`src/rtl/bsg_demux_one_hot_pkg.sv`:
```
// Shared constants and select-decode helper for the buffered one-hot demux.
package bsg_demux_one_hot_pkg;

   localparam int width_default_lp = 9;
   localparam int els_default_lp   = 5;
   localparam int sel_max_lp       = 64;

   // True when exactly one bit of the (zero-extended) select vector is set.
   function automatic logic is_one_hot(input logic [sel_max_lp-1:0] vec);
      int unsigned ones_s;
      ones_s = 32'd0;
      for (int i = 0; i < sel_max_lp; i++) begin
         ones_s = ones_s + 32'(vec[i]);
      end
      return (ones_s == 32'd1);
   endfunction

endpackage

```
`src/rtl/bsg_demux_one_hot_buffered_if.sv`:
```
// Producer/consumer bundle for bsg_demux_one_hot_buffered.
// err_o exists only when BSG_DEMUX_ONE_HOT_SEL_CHECK_EN is defined.
interface bsg_demux_one_hot_buffered_if
   import bsg_demux_one_hot_pkg::*;
#(
   parameter int width_p = width_default_lp,
   parameter int els_p   = els_default_lp
);
   logic                     v_i;
   logic [width_p-1:0]       data_i;
   logic [els_p-1:0]         sel_one_hot_i;
   logic                     ready_o;
   logic [els_p-1:0]         v_o;
   logic [els_p*width_p-1:0] data_o;
   logic [els_p-1:0]         yumi_i;
`ifdef BSG_DEMUX_ONE_HOT_SEL_CHECK_EN
   logic                     err_o;

   modport master (output v_i, data_i, sel_one_hot_i, yumi_i,
                   input  ready_o, v_o, data_o, err_o);
   modport slave  (input  v_i, data_i, sel_one_hot_i, yumi_i,
                   output ready_o, v_o, data_o, err_o);
`else
   modport master (output v_i, data_i, sel_one_hot_i, yumi_i,
                   input  ready_o, v_o, data_o);
   modport slave  (input  v_i, data_i, sel_one_hot_i, yumi_i,
                   output ready_o, v_o, data_o);
`endif
endinterface

```
`src/rtl/bsg_demux_one_hot_slot.sv`:
```
// One-entry lane buffer: holds a word from enqueue until the consumer yumis it.
module bsg_demux_one_hot_slot #(
   parameter int width_p = 9
) (
   input  logic               clk_i,
   input  logic               reset_i,
   input  logic               enq_i,
   input  logic [width_p-1:0] data_i,
   input  logic               yumi_i,
   output logic               full_o,
   output logic [width_p-1:0] data_o
);
   logic               full_r;
   logic [width_p-1:0] data_r;

   // Enqueue wins over yumi so a same-cycle refill keeps the lane full.
   always_ff @(posedge clk_i or posedge reset_i) begin
      if (reset_i) begin
         full_r <= 1'b0;
         data_r <= '0;
      end else if (enq_i) begin
         full_r <= 1'b1;
         data_r <= data_i;
      end else if (yumi_i) begin
         full_r <= 1'b0;
         data_r <= data_r;
      end else begin
         full_r <= full_r;
         data_r <= data_r;
      end
   end

   assign full_o = full_r;
   assign data_o = data_r;
endmodule

```
`src/rtl/bsg_demux_one_hot_buffered.sv`:
```
// Steers one input word to a one-hot selected lane, each lane a one-entry buffer.
// Optional select checking and sticky err_o: BSG_DEMUX_ONE_HOT_SEL_CHECK_EN.
module bsg_demux_one_hot_buffered
   import bsg_demux_one_hot_pkg::*;
#(
   parameter int width_p = width_default_lp,
   parameter int els_p   = els_default_lp
) (
   input logic clk_i,
   input logic reset_i,
   bsg_demux_one_hot_buffered_if.slave bus
);
   logic [els_p-1:0]         full_s;
   logic [els_p-1:0]         can_take_s;
   logic [els_p-1:0]         enq_s;
   logic                     accept_s;
   logic [width_p-1:0]       slot_data_s [els_p];
   logic [els_p*width_p-1:0] data_packed_s;

   // A lane can accept when empty or when its consumer is draining it now.
   assign can_take_s = ~full_s | bus.yumi_i;

`ifdef BSG_DEMUX_ONE_HOT_SEL_CHECK_EN
   logic illegal_sel_s;
   logic err_r;

   assign illegal_sel_s = bus.v_i & ~is_one_hot(sel_max_lp'(bus.sel_one_hot_i));
   assign bus.ready_o   = (|(bus.sel_one_hot_i & can_take_s)) | illegal_sel_s;
   assign accept_s      = bus.v_i & bus.ready_o & ~illegal_sel_s;

   // Sticky error flag, cleared only by reset.
   always_ff @(posedge clk_i or posedge reset_i) begin
      if (reset_i) begin
         err_r <= 1'b0;
      end else if (illegal_sel_s) begin
         err_r <= 1'b1;
      end else begin
         err_r <= err_r;
      end
   end

   assign bus.err_o = err_r;
`else
   assign bus.ready_o = |(bus.sel_one_hot_i & can_take_s);
   assign accept_s    = bus.v_i & bus.ready_o;
`endif

   assign enq_s = {els_p{accept_s}} & bus.sel_one_hot_i & can_take_s;

   for (genvar k = 0; k < els_p; k++) begin : g_slot
      bsg_demux_one_hot_slot #(.width_p(width_p)) slot (
         .clk_i   (clk_i),
         .reset_i (reset_i),
         .enq_i   (enq_s[k]),
         .data_i  (bus.data_i),
         .yumi_i  (bus.yumi_i[k]),
         .full_o  (full_s[k]),
         .data_o  (slot_data_s[k])
      );
   end

   // Lane k occupies data_o[k*width_p +: width_p].
   always_comb begin
      data_packed_s = '0;
      for (int k = 0; k < els_p; k++) begin
         data_packed_s[k*width_p +: width_p] = slot_data_s[k];
      end
   end

   assign bus.v_o    = full_s;
   assign bus.data_o = data_packed_s;
endmodule
```
`src/flat_wrapper.sv`:
```
// flat-port wrapper written by rule: the top's interface ports become plain ports
module bsg_demux_one_hot_buffered_flat import bsg_demux_one_hot_pkg::*;
#(
   parameter int width_p = width_default_lp,
   parameter int els_p   = els_default_lp
)
  (clk_i, reset_i, bus_v_i, bus_data_i, bus_sel_one_hot_i, bus_yumi_i, bus_ready_o, bus_v_o, bus_data_o);
  bsg_demux_one_hot_buffered_if #(.width_p(width_p), .els_p(els_p)) bus_i ();
  input logic clk_i;
  input logic reset_i;
  input wire logic [$bits(bus_i.v_i)-1:0] bus_v_i;
  input wire logic [$bits(bus_i.data_i)-1:0] bus_data_i;
  input wire logic [$bits(bus_i.sel_one_hot_i)-1:0] bus_sel_one_hot_i;
  input wire logic [$bits(bus_i.yumi_i)-1:0] bus_yumi_i;
  output wire logic [$bits(bus_i.ready_o)-1:0] bus_ready_o;
  output wire logic [$bits(bus_i.v_o)-1:0] bus_v_o;
  output wire logic [$bits(bus_i.data_o)-1:0] bus_data_o;
  assign bus_i.v_i = bus_v_i;
  assign bus_i.data_i = bus_data_i;
  assign bus_i.sel_one_hot_i = bus_sel_one_hot_i;
  assign bus_i.yumi_i = bus_yumi_i;
  assign bus_ready_o = bus_i.ready_o;
  assign bus_v_o = bus_i.v_o;
  assign bus_data_o = bus_i.data_o;
  bsg_demux_one_hot_buffered #(.width_p(width_p), .els_p(els_p)) u_core (.clk_i(clk_i), .reset_i(reset_i), .bus(bus_i));
endmodule
```
`config.mk`:
```
export PLATFORM = sky130hd
export DESIGN_NAME = bsg_demux_one_hot_buffered_flat
export DESIGN_NICKNAME = d
export VERILOG_FILES = /design/src/rtl/bsg_demux_one_hot_pkg.sv /design/src/rtl/bsg_demux_one_hot_buffered_if.sv /design/src/rtl/bsg_demux_one_hot_slot.sv /design/src/rtl/bsg_demux_one_hot_buffered.sv /design/src/flat_wrapper.sv
export SDC_FILE = /design/constraint.sdc
export NUM_CORES = 1
export LEC_CHECK = 0
export CAP_MARGIN = 20
export CORE_MARGIN = 2
export CORE_UTILIZATION = 40
export DETAILED_ROUTE_END_ITERATION = 7
export PLACE_DENSITY = 0.84
export SETUP_SLACK_MARGIN = 0.1
export SLEW_MARGIN = 20
export SYNTH_ARGS = -nofsm -noshare
export SYNTH_HDL_FRONTEND = slang
export SYNTH_SLANG_ARGS = --single-unit
```
`constraint.sdc`:
```
create_clock -name clk_i -period 2.64 [get_ports clk_i]
set_input_delay 0.396 -clock clk_i [delete_from_list [all_inputs] [get_ports clk_i]]
set_output_delay 0.396 -clock clk_i [all_outputs]
set_load 0.1 [all_outputs]
```
==> results.txt, run 1 <==
The flow ran to the end, and the final reports show no timing, DRC or antenna violations. For this design the total switching power over the nets is 1.51 mW. Leakage component of the power: 1.25 nW. The fraction of final layout cells with drive strength greater than 1 is 59.7%.

For the number of distinct standard cells referenced by the synthesized netlist, the log shows 12. Number of filler instances in the final layout: 404. The cell area that synthesis handed to floorplanning was 0.00199 mm2.

The number of nets in the synthesized netlist is 142. Global routing finished with a remaining overflow of 0. The final-layout setup total negative slack is 0 ps. The flop and latch count out of synthesis came out at 50.

The synthesized instance count is 120. Net switching is 51.7% of the power. The number of buffers inserted by port buffering was 72.

Mean area per synthesized cell: 16.6 um2. CTS placed an instance of sky130_fd_sc_hd__clkbuf_8 at the clock tree root. TritonCTS built the clock tree. Dividing the detail-routed via count by the number of cells gives 4.81. Once the clock tree was built, the setup fixing pass inserted 0 buffers.

The final worst clock skew is 13.7 ps, and the number of buffers added to fix hold violations after cts is 0. The summed area of non-filler cells in the final layout was 0.00274 mm2; the number of warning messages in the yosys log was 0. Of all flip-flops after synthesis, the portion carrying an async set or reset was 100%.

The area of the core region was 0.00475 mm2. The run gives 0 as the count of unresolved DRC violations after routing. The final wirelength was 4250 um. By instance count, the leading cell after synthesis is sky130_fd_sc_hd__dfrtp_1.

The initial antenna violation count came out at 0. The portion of total power attributed to combinational logic is 51.3%, and the signed area change from the synthesized netlist to the final layout is 37.5%. After detailed placement, the total cell area comes to 0.00265 mm2. The die covers 0.00557 mm2.

The number of max-capacitance violations reported came out at 0. Based on the critical path, the design can be clocked at up to 497 MHz. The biggest area contributor in the post-synthesis netlist is sky130_fd_sc_hd__dfrtp_1. The worst setup path is captured at a primary output.

For the final setup violation count, the log shows 0. The power per standard cell area came out at 1070 mW/mm2. The detailed router placed 1265 vias in this run. The number of instances in the placed design was 255; the internal power component was 1.41 mW. The total CTS buffers was 5; the final antenna diode count was 0. Yosys attributes the largest share of cell area to sky130_fd_sc_hd__dfrtp_1 63%, sky130_fd_sc_hd__mux2_2 24%, sky130_fd_sc_hd__nand3_4 4.4%.

The critical path in this run is classified as in -> out. The floorplan has 25 rows. In this run the vertical extent of the chip is 74.6 um. The tools report the remaining max-slew budget at the tightest pin as 42.7%.

The global-route wire length before repair was 6320 um. The top fanout value on the critical path is 3. The clock insertion delay at the later pin of the skew report came out at 310 ps. The required arrival time at the worst endpoint was 2240 ps; the post-route clock period utilization was 76.3%. Data on the critical path arrives at its endpoint at 1620 ps. Entering global routing, the biggest net connects 43 pins.

The final weighted congestion in routability-driven placement came out at 0.668. Summed over all nets, the half-perimeter wirelength after detailed placement is 3040 um. Across the VDD grid, the largest voltage drop is 0.610 mV.

Counting instances in the post-synthesis netlist gives the leading cell types as 50 x sky130_fd_sc_hd__dfrtp_1, 43 x sky130_fd_sc_hd__mux2_2, 6 x sky130_fd_sc_hd__nand2_1. The transition time at the pin with the least slew margin came out at 859 ps. From left edge to right edge, the die measures 74.6 um. Yosys mapped a number of flops with a built-in enable equal to 0. CTS built an H-tree with a depth of 2. The register area share after synthesis was 62.7%. Setup repair after global routing left no endpoint under its margin. The longest clock path from root to sink contains 2 buffers. The path class of the lowest-slack min-delay path was reg -> reg.

During I/O placement, the number of pins put on the boundary was 73. The run gives 0 as the post-CTS resize count. The tools report the clock power share as 15.4%. The total iterations of the first detailed-routing run was 4; the minimum clock period was 2010 ps. The initial utilization of the core area, before any placement, comes to 41.9%. In this run the remaining antenna-violating nets after routing total 0. In this run, the number of DRC markers left after iteration 0 of detailed routing was 46.

Clock-pin slew was measured on the worst setup and hold paths at 90 ps. In the final routed layout, each cell accounts on average for 16.1 um. After the last flow step, the layout net total stands at 217. The tools report the number of global-route vias before repair as 1203.

The filler-free cell count of the finished design is 263, and the number of endpoints with negative hold slack in the final report is 0. The fraction of post-synthesis cell area in the top cell type by area came out at 62.7%. The share of total power dissipated in sequential elements is 33.3%.

Across every metal layer, demand over resource in global routing totals 15.5%. The tree built by TritonCTS fans out to 50 sinks. The final count of pins violating max slew was 0.

Kind of start point of the critical path: an input port. In the synthesized netlist the dominant register cell turns out to be sky130_fd_sc_hd__dfrtp_1.
sequential cells by signal, indices dropped and copies added (netlist names):
name                       count
u_core.g_slot.slot.full_o      5
u_core.g_slot.slot.data_o     45
layer usage:
layer	vias up	GRT usage [%]	wire [um]
met3	5	4.42	289
li1	568	-	-
met4	0	4.56	39
met2	51	24.6	1970
met1	641	20.9	1940
met5	-	0	0
final timing paths:
path	startpoint	endpoint	slack (ps)	depth (start not counted)
setup / recovery	bus_yumi_i[3]	bus_ready_o	630	5
hold / removal	u_core.g_slot[2].slot.data_o[0]$_DFFE_PP0P_	u_core.g_slot[2].slot.data_o[0]$_DFFE_PP0P_	510	1
setup reg to reg	u_core.g_slot[0].slot.full_o$_DFFE_PP0P_	u_core.g_slot[0].slot.data_o[2]$_DFFE_PP0P_	1450	3
hold reg to reg	u_core.g_slot[2].slot.data_o[0]$_DFFE_PP0P_	u_core.g_slot[2].slot.data_o[0]$_DFFE_PP0P_	510	1
max in group asynchronous	reset_i	u_core.g_slot[2].slot.data_o[4]$_DFFE_PP0P_	1440	3
min in group asynchronous	reset_i	u_core.g_slot[0].slot.full_o$_DFFE_PP0P_	580	2
cells by family (layout without fill, tap and decap cells):
kind of cell / after synthesis / in the layout / synth area share [%]
flip-flops: 50 / 50 / 62.7
multiplexers: 45 / 45 / 25.8
AND/OR/NAND/NOR: 16 / 16 / 7.97
buffers and inverters: 7 / 83 / 2.63
AO/OA/AOI/OAI: 2 / 2 / 0.878
final cells by class:
cell class / instances / area [um2] / area share [%]
Clock buffer: 5 / 68.8 / 2.51
Clock inverter: 3 / 23.8 / 0.867
Inverter: 1 / 3.75 / 0.137
Multi-Input combinational cell: 63 / 691 / 25.2
Sequential cell: 50 / 1250 / 45.6
Tap cell: 67 / 83.8 / 3.06
Timing Repair Buffer: 74 / 621 / 22.6
power by group through the flow:
stage	logic, mW	registers (mW)	clock network [mW]
floorplan	0.252	1.92	0
global placement	1.50	0.983	0
CTS	1.51	0.975	0.460
detailed placement	1.51	0.991	0
finish	1.50	0.974	0.449
global route	1.54	0.989	0.500
metrics by stage:
| stage | utilization (%) | worst slack, ps | power (mW) | hold slack, ps |
|---|---|---|---|---|
| 2_1_floorplan | - | 790 | 2.17 | 514 |
| 3_3_place_gp | 55.7 | 636 | 2.48 | 490 |
| 3_5_place_dp | 55.7 | 619 | 2.50 | 494 |
| 4_1_cts | 57.7 | 622 | 2.95 | 515 |
| 5_1_grt | 57.7 | 562 | 3.03 | 528 |
| 6_report | 57.7 | 626 | 2.92 | 511 |
layout by cell type (no fill, tap or decap):
master                            instances
sky130_fd_sc_hd__a22oi_1                  1
sky130_fd_sc_hd__inv_6                    1
sky130_fd_sc_hd__clkdlybuf4s50_1         21
sky130_fd_sc_hd__mux2_2                  43
sky130_fd_sc_hd__dfrtp_1                 50
sky130_fd_sc_hd__buf_12                   1
sky130_fd_sc_hd__buf_4                   52
sky130_fd_sc_hd__inv_2                    1
sky130_fd_sc_hd__mux2_4                   2
sky130_fd_sc_hd__nand2b_2                 4
sky130_fd_sc_hd__clkinvlp_4               2
sky130_fd_sc_hd__nand2_1                  6
sky130_fd_sc_hd__a222oi_1                 1
sky130_fd_sc_hd__nand2b_4                 1
sky130_fd_sc_hd__clkbuf_8                 5
sky130_fd_sc_hd__nand3_4                  5
worst max-delay path, cell delays in order:
cell and delay [ps]:
sky130_fd_sc_hd__clkdlybuf4s50_1 400, sky130_fd_sc_hd__nand2b_4 160, sky130_fd_sc_hd__a222oi_1 330, sky130_fd_sc_hd__nand2_1 140, sky130_fd_sc_hd__buf_12 180
(Power assumes the default switching activity.)
==> inputs of run 2 (changes only) <==
- clock period: 2.64 -> 2 ns (I/O delays scaled with it)
==> results.txt, run 2 (synthesis results as in run 1) <==
The flow ran to the end, and the final reports show no timing, DRC or antenna violations. The tools report the remaining max-slew budget at the tightest pin as 80.9% (+38 points). The tools report the number of ports placed on the die boundary as 73 (unchanged). The tools report the sum of net half-perimeters after detailed placement as 2960 um (-2.4%). The count of unresolved DRC violations after routing was 0 (unchanged). The run gives 5 (unchanged) as the total CTS buffers.

The starting density of the core came out at 41.9% (unchanged). TritonCTS built the clock tree. For the total overflow reported by the global router, the log shows 0 (unchanged). The run gives 1700 ps (-540 ps) as the required arrival time at the worst endpoint. The final wirelength was 4250 um (about the same). Top fanout value on the critical path: 3 (unchanged).

Die boundary height: 74.6 um (unchanged). The tools report the total cell area at the placement stage as 0.00266 mm2 (+0.47%). The tools report the total iterations of the first detailed-routing run as 4 (unchanged).

The kind of end point of the critical path was a primary output. The maximum number of pins on one net before global-route repair was 51 (+19%); the global-route wire length before repair was 6520 um (+3.2%). The logs give 1.28 nW (+2.9%) for the leakage component of the power and 0 (unchanged) for the number of endpoints with negative hold slack in the final report.

The run gives 1249 (-1.3%) as the total vias in the final route. Walking the worst path, the cells encountered are clkdlybuf4s50_1 > nand2b_4 > a222oi_1 > nand2_1 > buf_12. The tools report the total global routing track utilization as 16.1% (+0.63 points). For the final weighted congestion in routability-driven placement, the log shows 0.678 (+1.4%).

The min-delay analysis places its worst path in the category in -> reg. The number of buffers inserted by port buffering was 72 (unchanged); the fraction of final layout cells with drive strength greater than 1 was 59.7% (unchanged). The initial antenna violation count is 0 (unchanged), and the placement row count is 25 (unchanged).

The logs give 310 ps (about the same) for the clock insertion delay at the later pin of the skew report and 0 (unchanged) for the number of max-capacitance violations reported. The tools report the total number of nets in the final design as 217 (unchanged). The run gives 0.00557 mm2 (unchanged) as the die footprint.

The maximum single-stage delay on the critical path was 410 ps (about the same); the minimum clock period was 1760 ps. The summed area of non-filler cells in the final layout came out at 0.00277 mm2 (+0.91%). CTS clock-pin slew for the worst setup and hold paths: 90 ps (about the same).

The final count of pins violating max slew was 0 (unchanged); the final antenna diode count was 0 (unchanged). The run gives 2 (unchanged) as the maximum level of the CTS H-tree. The area of the core region came out at 0.00475 mm2 (unchanged).

The average vias per placed instance works out to 4.75 (-1.3%). Detailed-route wire length per cell: 16.1 um (about the same). For the number of routed nets with antenna violations, the log shows 0 (unchanged).

The final-layout setup total negative slack came out at 0 ps (unchanged). Setup repair after global routing left no endpoint under its margin. The arrival time of the worst setup path was 1460 ps (-160 ps). Relative to the synthesized area, the layout overhead comes to 38.8%. The transition time at the pin with the least slew margin works out to 289 ps (-570 ps).

The number of buffers added to fix hold violations after cts was 0 (unchanged); the number of flip-flops in the largest register was 45 (unchanged). The number of sinks handled by clock tree synthesis came out at 50 (unchanged). The slowest stage of the critical path belongs to the cell sky130_fd_sc_hd__clkdlybuf4s50_1. The power per standard cell area came out at 1390 mW/mm2 (+31%). The tools report the final core utilization as 58.2% (+0.53 points). CTS placed an instance of sky130_fd_sc_hd__clkbuf_8 at the clock tree root. The largest voltage drop on the vdd net was 0.646 mV (+5.8%); the floorplan die width was 74.6 um (unchanged). The final worst clock skew is 15.6 ps (+1.90 ps). The tools report the final setup violation count as 0 (unchanged). The number of global-route vias before repair was 1226 (+1.9%); the post-route clock period utilization was 88.2%.

Leaving out fill and tap cells, the most frequent cell in the layout is sky130_fd_sc_hd__buf_4. For the post-route worst hold slack, the log shows 316 ps (-196 ps). The tools report the violation count after the first detailed-route iteration as 70 (+52%).

The kind of start point of the critical path was an input port. The library cells used most frequently in the layout, excluding fill and tap cells, are 51 x sky130_fd_sc_hd__buf_4, 50 x sky130_fd_sc_hd__dfrtp_1, 43 x sky130_fd_sc_hd__mux2_2, 19 x sky130_fd_sc_hd__clkdlybuf4s50_1, 6 x sky130_fd_sc_hd__nand2_1. The start-to-end type of the worst setup path was in -> out. The timing-limited maximum frequency came out at 567 MHz. Maximum count of clock buffers along a single path: 2 (unchanged).
-- run 2: changes by cell type in the layout (fill, tap and decap cells not counted), sizes merged --
cell,previous run,this run
clkdlybuf4s50,21,19
dlymetal6s2s,0,2
inv,2,1
clkinv,0,2
clkinvlp,2,1
-- run 2: critical path, delay by kind of cell --
family	cells	cell delay, ps
buffers and inverters	2	600
AND/OR/NAND/NOR	2	310
AO/OA/AOI/OAI	1	250
-- run 2: cell type report --
type | instances | area [um2]
sequential | 50 | 1250
clock inverter | 3 | 21.3
tap | 67 | 83.8
fill | 404 | 1990
multi-input combinational | 63 | 701
timing repair buffer | 74 | 638
clock buffer | 5 | 68.8
inverter | 1 | 3.75
-- run 2: what timing repair did --
item	in CTS	in global routing
endpoints found under the setup margin	0	1
gates resized for setup	0	4
setup buffers	0	0
-- run 2: per-layer routing --
metal  GRT usage [%]  part of all wire, %  vias up
met4            4.76                  1.1        0
li1                -                    -      572
met3            5.35                  7.6        5
met5               0                    0        -
met2            23.9                   45       57
met1            22.8                   47      615
-- run 2: metrics by stage --
| stage | total power, mW | worst slack [ps] | cells |
|---|---|---|---|
| 5_1_grt | 4.00 | 115 | 263 |
| 6_report | 3.85 | 235 | 263 |
| 3_3_place_gp | 3.28 | 187 | 255 |
| 4_1_cts | 3.89 | 161 | 263 |
| 2_1_floorplan | 2.87 | 342 | 120 |
| 3_5_place_dp | 3.30 | 172 | 255 |
-- run 2: final timing paths --
kind                       cells after the start                                        start                                           to  slack, ps
hold reg to reg                                1  u_core.g_slot[0].slot.data_o[0]$_DFFE_PP0P_  u_core.g_slot[0].slot.data_o[0]$_DFFE_PP0P_        510
setup reg to reg                               3     u_core.g_slot[1].slot.full_o$_DFFE_PP0P_  u_core.g_slot[1].slot.data_o[4]$_DFFE_PP0P_        820
hold / removal                                 3                                bus_yumi_i[4]     u_core.g_slot[4].slot.full_o$_DFFE_PP0P_        320
min in group asynchronous                      3                                      reset_i  u_core.g_slot[3].slot.data_o[1]$_DFFE_PP0P_        350
max in group asynchronous                      3                                      reset_i  u_core.g_slot[3].slot.data_o[2]$_DFFE_PP0P_       1420
setup / recovery                               5                                bus_yumi_i[1]                                  bus_ready_o        240
-- run 2: power by group --
part,switching [mW],total [mW],internal (mW)
clock,0.337,0.583,0.246
sequential,0.0942,1.28,1.19
combinational,1.56,1.99,0.429
==> inputs of run 3 (changes only) <==
- CAP_MARGIN: 20 -> 10
==> results of run 3 <==
Same layout as run 2: the final DEF is identical, and so are final timing and power.
